## config.mk

```make
export PLATFORM = sky130hd
export DESIGN_NAME = bus_cycle_responder
export DESIGN_NICKNAME = d
export VERILOG_FILES = /design/src/rtl/bus_cycle_responder.sv
export SDC_FILE = /design/constraint.sdc
export NUM_CORES = 1
export LEC_CHECK = 0
export CAP_MARGIN = 30
export CORE_ASPECT_RATIO = 1.2
export CORE_MARGIN = 2
export CORE_UTILIZATION = 49
export CTS_BUF_LIST = sky130_fd_sc_hd__clkbuf_8
export DETAILED_ROUTE_END_ITERATION = 10
export PLACE_DENSITY = 0.88
export SETUP_SLACK_MARGIN = 0.5
export SLEW_MARGIN = 40
export SYNTH_ARGS = -nofsm -noshare
export SYNTH_HDL_FRONTEND = slang
export SYNTH_SLANG_ARGS = --single-unit
export TNS_END_PERCENT = 5
```

## constraint.sdc

```tcl
create_clock -name clk -period 6.09 [get_ports clk]
set_input_delay 1.218 -clock clk [delete_from_list [all_inputs] [get_ports clk]]
set_output_delay 1.218 -clock clk [all_outputs]
set_load 0.005 [all_outputs]
```

## src/rtl/bus_cycle_responder.sv

```systemverilog
// Terminates decoded 68k bus cycles: DTACK after per-select wait states or device ready,
// BERR on bad decode or timeout. Outputs are registered; cycle held until AS negates.
module bus_cycle_responder #(
  parameter int                     NUM_SELECTS  = 8,
  parameter int                     WAIT_W       = 4,
  parameter logic [NUM_SELECTS-1:0] EXT_MASK     = '0,
  parameter int                     BERR_TIMEOUT = 64
) (
  input  logic                            clk,
  input  logic                            rst,
  input  logic                            as_n,
  input  logic [NUM_SELECTS-1:0]          cs,
  input  logic [NUM_SELECTS*WAIT_W-1:0]   waits,
  input  logic [NUM_SELECTS-1:0]          ready,
  output logic                            dtack_n,
  output logic                            berr_n,
  output logic                            busy,
  output logic [$clog2(NUM_SELECTS)-1:0]  sel_idx
);

  localparam int SEL_W = $clog2(NUM_SELECTS);
  localparam int TMO_W = $clog2(BERR_TIMEOUT) + 1;
  localparam logic [TMO_W-1:0] TMO_LAST = TMO_W'(BERR_TIMEOUT - 1);

  typedef enum logic [2:0] {
    IDLE,
    WAIT,
    ACK,
    ERR,
    RELEASE
  } state_t;

  state_t            state;
  logic [WAIT_W-1:0] wcnt;
  logic [TMO_W-1:0]  tmo;
  logic              ext_mode;

  logic [SEL_W-1:0]  cs_idx;
  logic              cs_onehot;
  logic [WAIT_W-1:0] cs_waits;
  logic              wait_done;

  // Lowest set bit wins; only meaningful when cs is one-hot.
  always_comb begin
    cs_idx = '0;
    for (int i = NUM_SELECTS - 1; i >= 0; i--) begin
      if (cs[i]) cs_idx = SEL_W'(i);
    end
  end

  assign cs_onehot = (cs != '0) && ((cs & (cs - NUM_SELECTS'(1))) == '0);
  assign cs_waits  = waits[int'(cs_idx)*WAIT_W +: WAIT_W];
  assign wait_done = ext_mode ? ready[sel_idx] : (wcnt == '0);

  always_ff @(posedge clk) begin
    if (rst) begin
      state    <= IDLE;
      dtack_n  <= 1'b1;
      berr_n   <= 1'b1;
      busy     <= 1'b0;
      sel_idx  <= '0;
      wcnt     <= '0;
      tmo      <= '0;
      ext_mode <= 1'b0;
    end else begin
      case (state)
        IDLE: begin
          if (!as_n) begin
            sel_idx  <= cs_idx;
            busy     <= 1'b1;
            tmo      <= '0;
            ext_mode <= EXT_MASK[cs_idx];
            if (!cs_onehot) begin
              state <= ERR;
            end else begin
              state <= WAIT;
              wcnt  <= EXT_MASK[cs_idx] ? '0 : cs_waits;
            end
          end
        end

        // Abort beats termination; termination beats timeout on the same edge.
        WAIT: begin
          if (as_n) begin
            state <= IDLE;
            busy  <= 1'b0;
          end else if (wait_done) begin
            state   <= ACK;
            dtack_n <= 1'b0;
          end else if (tmo == TMO_LAST) begin
            state  <= ERR;
            berr_n <= 1'b0;
          end else begin
            if (wcnt != '0) wcnt <= wcnt - WAIT_W'(1);
            if (tmo != '1)  tmo  <= tmo + TMO_W'(1);
          end
        end

        ACK: begin
          if (as_n) begin
            state   <= RELEASE;
            dtack_n <= 1'b1;
            busy    <= 1'b0;
          end else begin
            dtack_n <= 1'b0;
          end
        end

        // Entered straight from IDLE on a bad decode, so BERR lands one edge after accept.
        ERR: begin
          if (as_n) begin
            state  <= RELEASE;
            berr_n <= 1'b1;
            busy   <= 1'b0;
          end else begin
            berr_n <= 1'b0;
          end
        end

        RELEASE: begin
          state   <= IDLE;
          dtack_n <= 1'b1;
          berr_n  <= 1'b1;
          busy    <= 1'b0;
        end

        default: begin
          state   <= IDLE;
          dtack_n <= 1'b1;
          berr_n  <= 1'b1;
          busy    <= 1'b0;
        end
      endcase
    end
  end

endmodule
```

==> results_dict.tcl <==
set metrics [dict create \
    final_layout_size_suffix_gt1_share_pct 8.23 \
    placed_area_um2 1960 \
    clockBufferDepth 2 \
    nFillCells 245 \
    synth_warnings 0 \
    wire_per_inst_um 14.4 \
    highest_layer "met4" \
    ys_ff_latch 20 \
    p_total_mw 0.402 \
    pwr-share-comb_pct 36.4 \
    cp-end-kind "register" \
    syn_avg_cell_area_um2 7.86 \
    synth_edf_count 0 \
    maxSlewViolCount 0 \
    status "complete, no violations" \
    reg2reg_slack_ps 3860 \
    hold_buffers 0 \
    start_util_pct 52.3 \
    r2r_start "tmo[0]" \
    switching_share_pct 31.5 \
    placed_cells 261 \
    overflow 0 \
    max_slew_margin_pct 58.9 \
    vias 1573 \
    htreeDepth 1 \
    rows 21 \
    critPathKind "in -> reg" \
    diodes 0 \
    yosysMostFrequentCell "nor2_1" \
    cts_tree "yes" \
    finalSetupViolCount 0 \
    cts-root-buf "clkbuf_8" \
    path_max_fanout 13 \
    die_y_um 64.3 \
    synth_flop_cell "dfxtp_1" \
    wl_met3_um 311 \
    syn_nets 242 \
    track_usage_pct 22.8 \
    cpPeakStageDelay_ps 670 \
    wl_met1_um 1520 \
    min-delay-start "sel_idx[2]" \
    ioPinCount 57 \
    first_pass_iters 4 \
    slowest_stage "clkdlybuf4s50_1" \
    grt_max_degree 18 \
    required_ps 6240 \
    wl_met2_um 1870 \
    sequentialPowerShare_pct 38.7 \
    postSynthCellCount 189 \
    tightest_slew_ps 612 \
    totalWireLength_um 3820 \
    dp_hpwl_um 2970 \
    ff2ff_path_depth 8 \
    rsz0062_at_grt "false" \
    dieArea_um2 3490 \
    leakage_nw 0.755 \
    path_cells "clkdlybuf4s50_1, nor4_1, a32oi_1, o31ai_2, o2111ai_1, o21ai_1, a21oi_1, o311a_1" \
    hold_violations 0 \
    hold-path-cell-count 2 \
    yosysSeqAreaShare_pct 27.0 \
    setup-tns-final_ps 0 \
    hold_class "reg -> reg" \
    power.density_nw_per_um2 200 \
    fin_nets 285 \
    path_clk_slew_ps 70 \
    p_clk_share_pct 25.0 \
    crit_arrival_ps 3670 \
    postCtsSetupRepairBufs 0 \
    cts_buffers 3 \
    finalCritPeriodShare_pct 57.9 \
    design_area_um2 2020 \
    clk_latency_ps 260 \
    die_w_um 54.3 \
    synth.distinct_cells 53 \
    finalClockSkew_ps 1.27 \
    p_switching_mw 0.127 \
    grt_pass1_vias 1482 \
    synthTopCellsByArea "dfxtp_1 27%, nor2_1 6.3%, mux2i_1 6.1%" \
    io_buffers 48 \
    drtIter0Drc 33 \
    post_cts_resized 0 \
    cts.sinks 20 \
    peakVddDrop_uv 217 \
    viasPerCell 5.94 \
    core-area_um2 2840 \
    fmax_mhz 284 \
    drc 0 \
    grt_pass1_wl_um 6040 \
    synth_top_cell_by_area "dfxtp_1" \
    cap_violations 0 \
    fin_cells 265 \
    area_delta_synth_final_pct 35.8 \
    cp-start-kind "input port" \
    routabilityCongestion 0.838 \
    synthTopCellsByCount "25 x nor2_1, 20 x dfxtp_1, 17 x nand2_1, 12 x a21oi_1, 10 x o21ai_0" \
    yosysTopAreaCellShare_pct 27.0 \
    ant_nets 0 \
    synth_area_um2 1490 \
    p_int_mw 0.276 \
    crit_start "cs[0]" \
    synthArstFlopShare_pct 0 \
    fin_crit_ps 3520 \
    grt_antenna_before_repair 0 \
]
[power groups by stage]
stage	Combinational, mW	Clock [mW]	Sequential, mW
2_1_floorplan	0.0977	0	0.152
3_3_place_gp	0.142	0	0.158
3_5_place_dp	0.145	0	0.158
4_1_cts	0.146	0.101	0.156
5_1_grt	0.160	0.108	0.158
6_report	0.146	0.101	0.156
[final timing paths]
path	end
min	sel_idx[2]
max reg2reg	wcnt[3]
min reg2reg	sel_idx[2]
max	wcnt[3]
[metal layers]
metal	global-route usage [%]	vias up
met5	0	-
met1	24.6	714
met3	5.61	14
met2	39.2	63
li1	-	782
met4	11.6	0
[stage by stage]
stage | util (%) | setup WS [ps] | hold slack, ps
after floorplan | - | 3380 | 444
after global placement | 68.9 | 2480 | 446
after detailed placement | 69.1 | 2380 | 456
after CTS | 71.1 | 2610 | 465
after global routing | 71.1 | 2470 | 498
final | 71.1 | 2570 | 457
[critical path: cells and delay by family]
family / cells / cell delay, ps
buffers and inverters: 1 / 670
and+or+nand+nor: 1 / 650
AOI/OAI and AO/OA: 6 / 1140
[logic make-up after synthesis]
| family | count (synthesis) | synth area share, % |
|---|---|---|
| and+or+nand+nor | 79 | 27.0 |
| muxes | 9 | 6.07 |
| AOI/OAI and AO/OA | 57 | 29.2 |
| xor gates and xnor gates | 7 | 4.13 |
| DFF | 20 | 27.0 |
| buffers and inverters | 15 | 4.89 |
| adders and majority gates | 2 | 1.68 |
[placed cells by master (no fill, tap or decap), types with 2 or more instances in the layout]
master and instances:
a211oi_1 3, a21oi_1 12, a221oi_1 3, a31oi_1 3
and2_1 2, and3_1 4, clkbuf_8 4, clkdlybuf4s50_1 48
dfxtp_1 20, ha_1 2, inv_1 5, mux2i_1 9
nand2_1 17, nand2b_1 2, nand3_1 4, nor2_1 25
nor2b_1 3, nor3_1 5, nor3_2 2, nor4_1 3
o21a_1 4, o21ai_0 10, o221ai_1 2, o31ai_2 2
or2_2 4, or3_1 2, xnor2_1 3, xor2_1 4
[state kept, by name (all words and copies together) (netlist names)]
name     cells
tmo          7
berr_n       1
state        3
sel_idx      3
dtack_n      1
wcnt         4
busy         1
[cell type report]
cell class	count	area (µm²)	share of cell area, %
well taps	34	42.5	2.11
inverters	5	18.8	0.931
repair buffers	48	480	23.8
clock buffers	4	55.1	2.73
flip-flops and latches	20	400	19.9
multi-input cells	154	1020	50.6
No activity file was read; power rests on OpenSTA's default activity.
